## src/rtl/nes_controller_port.sv

```systemverilog
// NES controller port: maps two USB keycodes to an 8-button pad, latches on the $4016
// strobe and shifts the pad state out one bit per CPU read of $4016.

module nes_key_match #(
    parameter logic [7:0] KEY = 8'h00
) (
    input  logic [7:0] keycode0,
    input  logic [7:0] keycode1,
    output logic       hit
);
    // Keycode 0 means "no key" and must never press a button.
    assign hit = ((keycode0 == KEY) && (keycode0 != 8'h00)) ||
                 ((keycode1 == KEY) && (keycode1 != 8'h00));
endmodule

module nes_controller_port #(
    parameter logic [7:0] KEY_A      = 8'h1B,
    parameter logic [7:0] KEY_B      = 8'h1D,
    parameter logic [7:0] KEY_SELECT = 8'h2B,
    parameter logic [7:0] KEY_START  = 8'h28,
    parameter logic [7:0] KEY_UP     = 8'h1A,
    parameter logic [7:0] KEY_DOWN   = 8'h16,
    parameter logic [7:0] KEY_LEFT   = 8'h04,
    parameter logic [7:0] KEY_RIGHT  = 8'h07
) (
    input  logic       clk,
    input  logic       rst_n,
    input  logic       cs_n,
    input  logic       addr,
    input  logic       rw,
    input  logic [7:0] data_in,
    output logic [7:0] data_out,
    input  logic [7:0] keycode0,
    input  logic [7:0] keycode1,
    output logic [7:0] buttons,
    output logic [3:0] read_count
);
    localparam int NUM_BTN = 8;
    localparam logic [NUM_BTN-1:0][7:0] KEYS = {KEY_RIGHT, KEY_LEFT, KEY_DOWN, KEY_UP,
                                                KEY_START, KEY_SELECT, KEY_B, KEY_A};

    logic [NUM_BTN-1:0] key_hit;
    logic               strobe;
    logic [7:0]         shift;
    logic               wr_strobe;
    logic               rd_pad1;
    logic               rd_pad2;
    logic               unused_data;

    for (genvar i = 0; i < NUM_BTN; i++) begin : g_key
        nes_key_match #(.KEY(KEYS[i])) u_match (
            .keycode0 (keycode0),
            .keycode1 (keycode1),
            .hit      (key_hit[i])
        );
    end

    // Only bit 0 of a $4016 write matters; $4017 writes belong to the APU.
    assign unused_data = ^data_in[7:1];
    assign wr_strobe   = !cs_n && !rw && !addr;
    assign rd_pad1     = !cs_n &&  rw && !addr;
    assign rd_pad2     = !cs_n &&  rw &&  addr;

    always_ff @(posedge clk or negedge rst_n) begin
        if (!rst_n) begin
            buttons    <= '0;
            strobe     <= 1'b0;
            shift      <= 8'hFF;
            read_count <= '0;
        end else begin
            buttons <= key_hit;
            if (wr_strobe)
                strobe <= data_in[0];
            // The registered strobe governs this edge, so the 1->0 write still reloads.
            if (strobe) begin
                shift      <= buttons;
                read_count <= '0;
            end else if (rd_pad1) begin
                shift <= {1'b1, shift[7:1]};
                if (read_count != 4'd8)
                    read_count <= read_count + 4'd1;
            end
        end
    end

    always_comb begin
        data_out = 8'h00;
        if (rd_pad1)
            data_out = {7'b0100_000, strobe ? buttons[0] : shift[0]};
        else if (rd_pad2)
            data_out = 8'h40;
    end
endmodule

```

## config.mk

```make
export PLATFORM = sky130hd
export DESIGN_NAME = nes_controller_port
export DESIGN_NICKNAME = d
export VERILOG_FILES = /design/src/rtl/nes_controller_port.sv
export SDC_FILE = /design/constraint.sdc
export NUM_CORES = 1
export LEC_CHECK = 0
export ABC_AREA = 0
export BUFFER_PORTS_ARGS = -buffer_cell sky130_fd_sc_hd__buf_4
export CORE_MARGIN = 2
export CORE_UTILIZATION = 35
export CTS_CLUSTER_SIZE = 20
export DETAILED_ROUTE_END_ITERATION = 10
export HOLD_SLACK_MARGIN = 0.03
export RECOVER_POWER = 25
export SETUP_SLACK_MARGIN = 0.15
export SLEW_MARGIN = 20
export SYNTH_ARGS = -nofsm -noshare
export SYNTH_HDL_FRONTEND = slang
export SYNTH_SLANG_ARGS = --single-unit
```

## constraint.sdc

```tcl
create_clock -name clk -period 1.6 [get_ports clk]
set_input_delay 0.32 -clock clk [delete_from_list [all_inputs] [get_ports clk]]
set_output_delay 0.32 -clock clk [all_outputs]
set_load 0.05 [all_outputs]
```

==> results.sh <==
export IMPL_ys_seq_area_share_pct=47.2
export IMPL_synth_seq_cells=21
export IMPL_reg2reg_slack_ns=0.27
export IMPL_grt_pass1_wl_um=3820
export IMPL_max_freq_mhz=652
export IMPL_setup_viol=0
export IMPL_grt_pass1_vias=949
export IMPL_num_nets_final=186
export IMPL_fin_skew_ns=0.00197
export IMPL_die_h_um=60.9
export IMPL_layout_min_cycle_time_ns=1.53
export IMPL_slew_violations=0
export IMPL_antenna_found_initial=0
export IMPL_power_leakage_uw=0.000664
export IMPL_dpl_cell_count=192
export IMPL_overflow=0
export IMPL_detail_route_vias_per_cell=4.86
export IMPL_use_met3_pct=1.92
export IMPL_busiest_layer="met2"
export IMPL_initial_core_util_pct=36.8
export IMPL_gp_congestion=0.820
export IMPL_synth_edf_count=0
export IMPL_io_pin_count=49
export IMPL_syn_area_per_cell_um2=10.2
export IMPL_critPathLaunchType="register"
export IMPL_area_growth_pct=35.7
export IMPL_fp_dieArea_um2=3710
export IMPL_io_buffers=35
export IMPL_synth_cell_types=35
export IMPL_rsz0062_at_grt="true"
export IMPL_wl_um=2230
export IMPL_drt_initial_drc_count=25
export IMPL_wl_per_cell_um=11.2
export IMPL_clockBufferDepth=2
export IMPL_cap_violations=0
export IMPL_yosys_most_used_dff="dfrtp_1"
export IMPL_cts_root_buffer="clkbuf_4"
export IMPL_r2r_start="read_count[0]$_DFFE_PN0P_"
export IMPL_layout_cells_non_filler=198
export IMPL_final_core_util_pct=50.0
export IMPL_grt_use_met2_pct=25.8
export IMPL_hold_class="input pin to register"
export IMPL_drive_gt1_share_pct=44.2
export IMPL_worstPathArrival_ns=1.21
export IMPL_grtUsageTotal_pct=13.8
export IMPL_syn_inst=111
export IMPL_postRouteAntennaNets=0
export IMPL_antenna_cells=0
export IMPL_syn_cell_area_um2=1130
export IMPL_setup_ws_ns=0.0674
export IMPL_hold_viol=0
export IMPL_cts_sinks=21
export IMPL_post_dp_hpwl_um=1820
export IMPL_firstDrtPassIters=4
export IMPL_ys_warn_count=0
export IMPL_peakVddDrop_mv=0.253
export IMPL_use_met1_pct=15.2
export IMPL_async_flop_share_pct=100
export IMPL_whs_path_depth=2
export IMPL_htree_levels=1
export IMPL_crit_fanout=2
export IMPL_hold_path_end="buttons[4]$_DFF_PN0_"
export IMPL_grt_max_degree=22
export IMPL_regToRegEndpoint="read_count[0]$_DFFE_PN0P_"
export IMPL_pwr_density_cell_nw_per_um2=695
export IMPL_period_share_pct=95.8
export IMPL_cts_buffers=3
export IMPL_rr_worst_depth=5
export IMPL_fillers=286
export IMPL_status="complete, no violations"
export IMPL_dp_slack_ns=-0.0245
export IMPL_min_from="keycode0[2]"
export IMPL_std_cell_rows=20
export IMPL_worst_slew_pin_slew_ns=0.503
export IMPL_num_vias=962
export IMPL_hold_ws_ns=0.241
export IMPL_slew_headroom_pct=66.4
export IMPL_cp_required_ns=1.28
export IMPL_clk_latency_ns=0.29
export IMPL_cp_end_kind="output pin"
export IMPL_cts_tree="built"
export IMPL_die_w_um=60.9
export IMPL_clk_pin_slew_ns=0.11
export IMPL_worstSetupPathType="register to output pin"
export IMPL_core_area_um2=3080
export IMPL_drc=0
==> layout by cell type, fill, tap and decap left out, types with 5 or more instances in the layout <==
master    instances
dfrtp_1          11
nand2b_1          5
mux2i_1           8
dfstp_2           8
conb_1            6
o21ai_0           9
buf_4            39
nand2_1          10
==> Yosys cell counts, types with 2 or more instances <==
cell type	n	area [µm²]
a21oi_1	2	10.0
buf_4	6	45.0
clkbuf_1	2	7.51
dfrtp_1	13	325
dfstp_2	8	210
ha_1	2	25.0
inv_1	4	15.0
mux2_2	2	22.5
mux2i_1	8	80.1
nand2_1	11	41.3
nand2b_1	6	37.5
nand3_1	2	10.0
nand4_1	2	12.5
nand4b_1	3	26.3
nor2_1	3	11.3
nor2b_1	3	18.8
nor3_1	3	15.0
o21ai_0	9	45.0
o22ai_1	3	18.8
o32ai_1	3	26.3
or3b_2	2	17.5
==> stage by stage <==
step | power, µW | setup TNS, ns | area, µm²
floorplan | 725 | 0 | 1180
global placement | 814 | 0 | 1480
detailed placement | 819 | -0.0245 | 1480
CTS | 1090 | 0 | 1540
global route | 1140 | 0 | 1540
finish | 1070 | 0 | 1540
==> power breakdown <==
group / internal, µW / switching (µW)
clock network: 93.0 / 152
registers: 554 / 15.2
logic: 110 / 144
==> critical path, stage by stage (launching register included) <==
cell and delay (ns):
dfstp_2 0.57, nand2b_4 0.06, a21boi_4 0.12, buf_6 0.17
==> metal layers <==
metal,up-vias,wire length [µm]
met5,-,0
met4,0,42
met3,4,99
met2,33,1200
met1,452,884
li1,473,-
==> repair_timing <==
item	CTS	global route
hold buffers	1	0
pin swaps	1	0
setup endpoints to repair	1	1
setup buffers	1	0
endpoints found under the hold margin	13	0
gates resized for setup	4	0
==> state kept, by name, indices dropped and copies added, names as in the netlist <==
signal / count
buttons: 8
read_count: 4
shift: 8
strobe: 1
==> worst max-delay path by stage <==
| stage | end | slack, ns | start |
|---|---|---|---|
| 6_report | data_out[0] | 0.07 | shift[0]$_DFFE_PN1P_ |
| 5_1_grt | data_out[0] | 0.03 | shift[0]$_DFFE_PN1P_ |
| 4_1_cts | data_out[0] | 0.05 | shift[0]$_DFFE_PN1P_ |
| 3_5_place_dp | buttons[4]$_DFF_PN0_ | -0.02 | keycode1[5] |
| 3_3_place_gp | buttons[4]$_DFF_PN0_ | 0.008 | keycode1[5] |
| 2_1_floorplan | data_out[0] | 0.12 | cs_n |
==> layout make-up <==
class	instances	area [µm²]	share of cell area, %
Multi-Input combinational cell	82	572	37.2
Sequential cell	21	538	35.0
Tap cell	44	55.1	3.58
Timing Repair Buffer	43	330	21.5
Inverter	4	15.0	0.976
Clock buffer	3	22.5	1.46
Clock inverter	1	5.00	0.325
==> kinds of logic (layout without fill, tap and decap cells) <==
kind of cell,count (synthesis),in the layout,synth area share [%]
fa+ha+maj,2,2,2.21
mux,10,10,9.05
compound gates,22,22,12.4
buf+inv,13,51,6.40
flops,21,21,47.2
simple gates,42,42,22.4
other cells,1,6,0.331
Note: power is estimated with default switching activity, not from simulation.
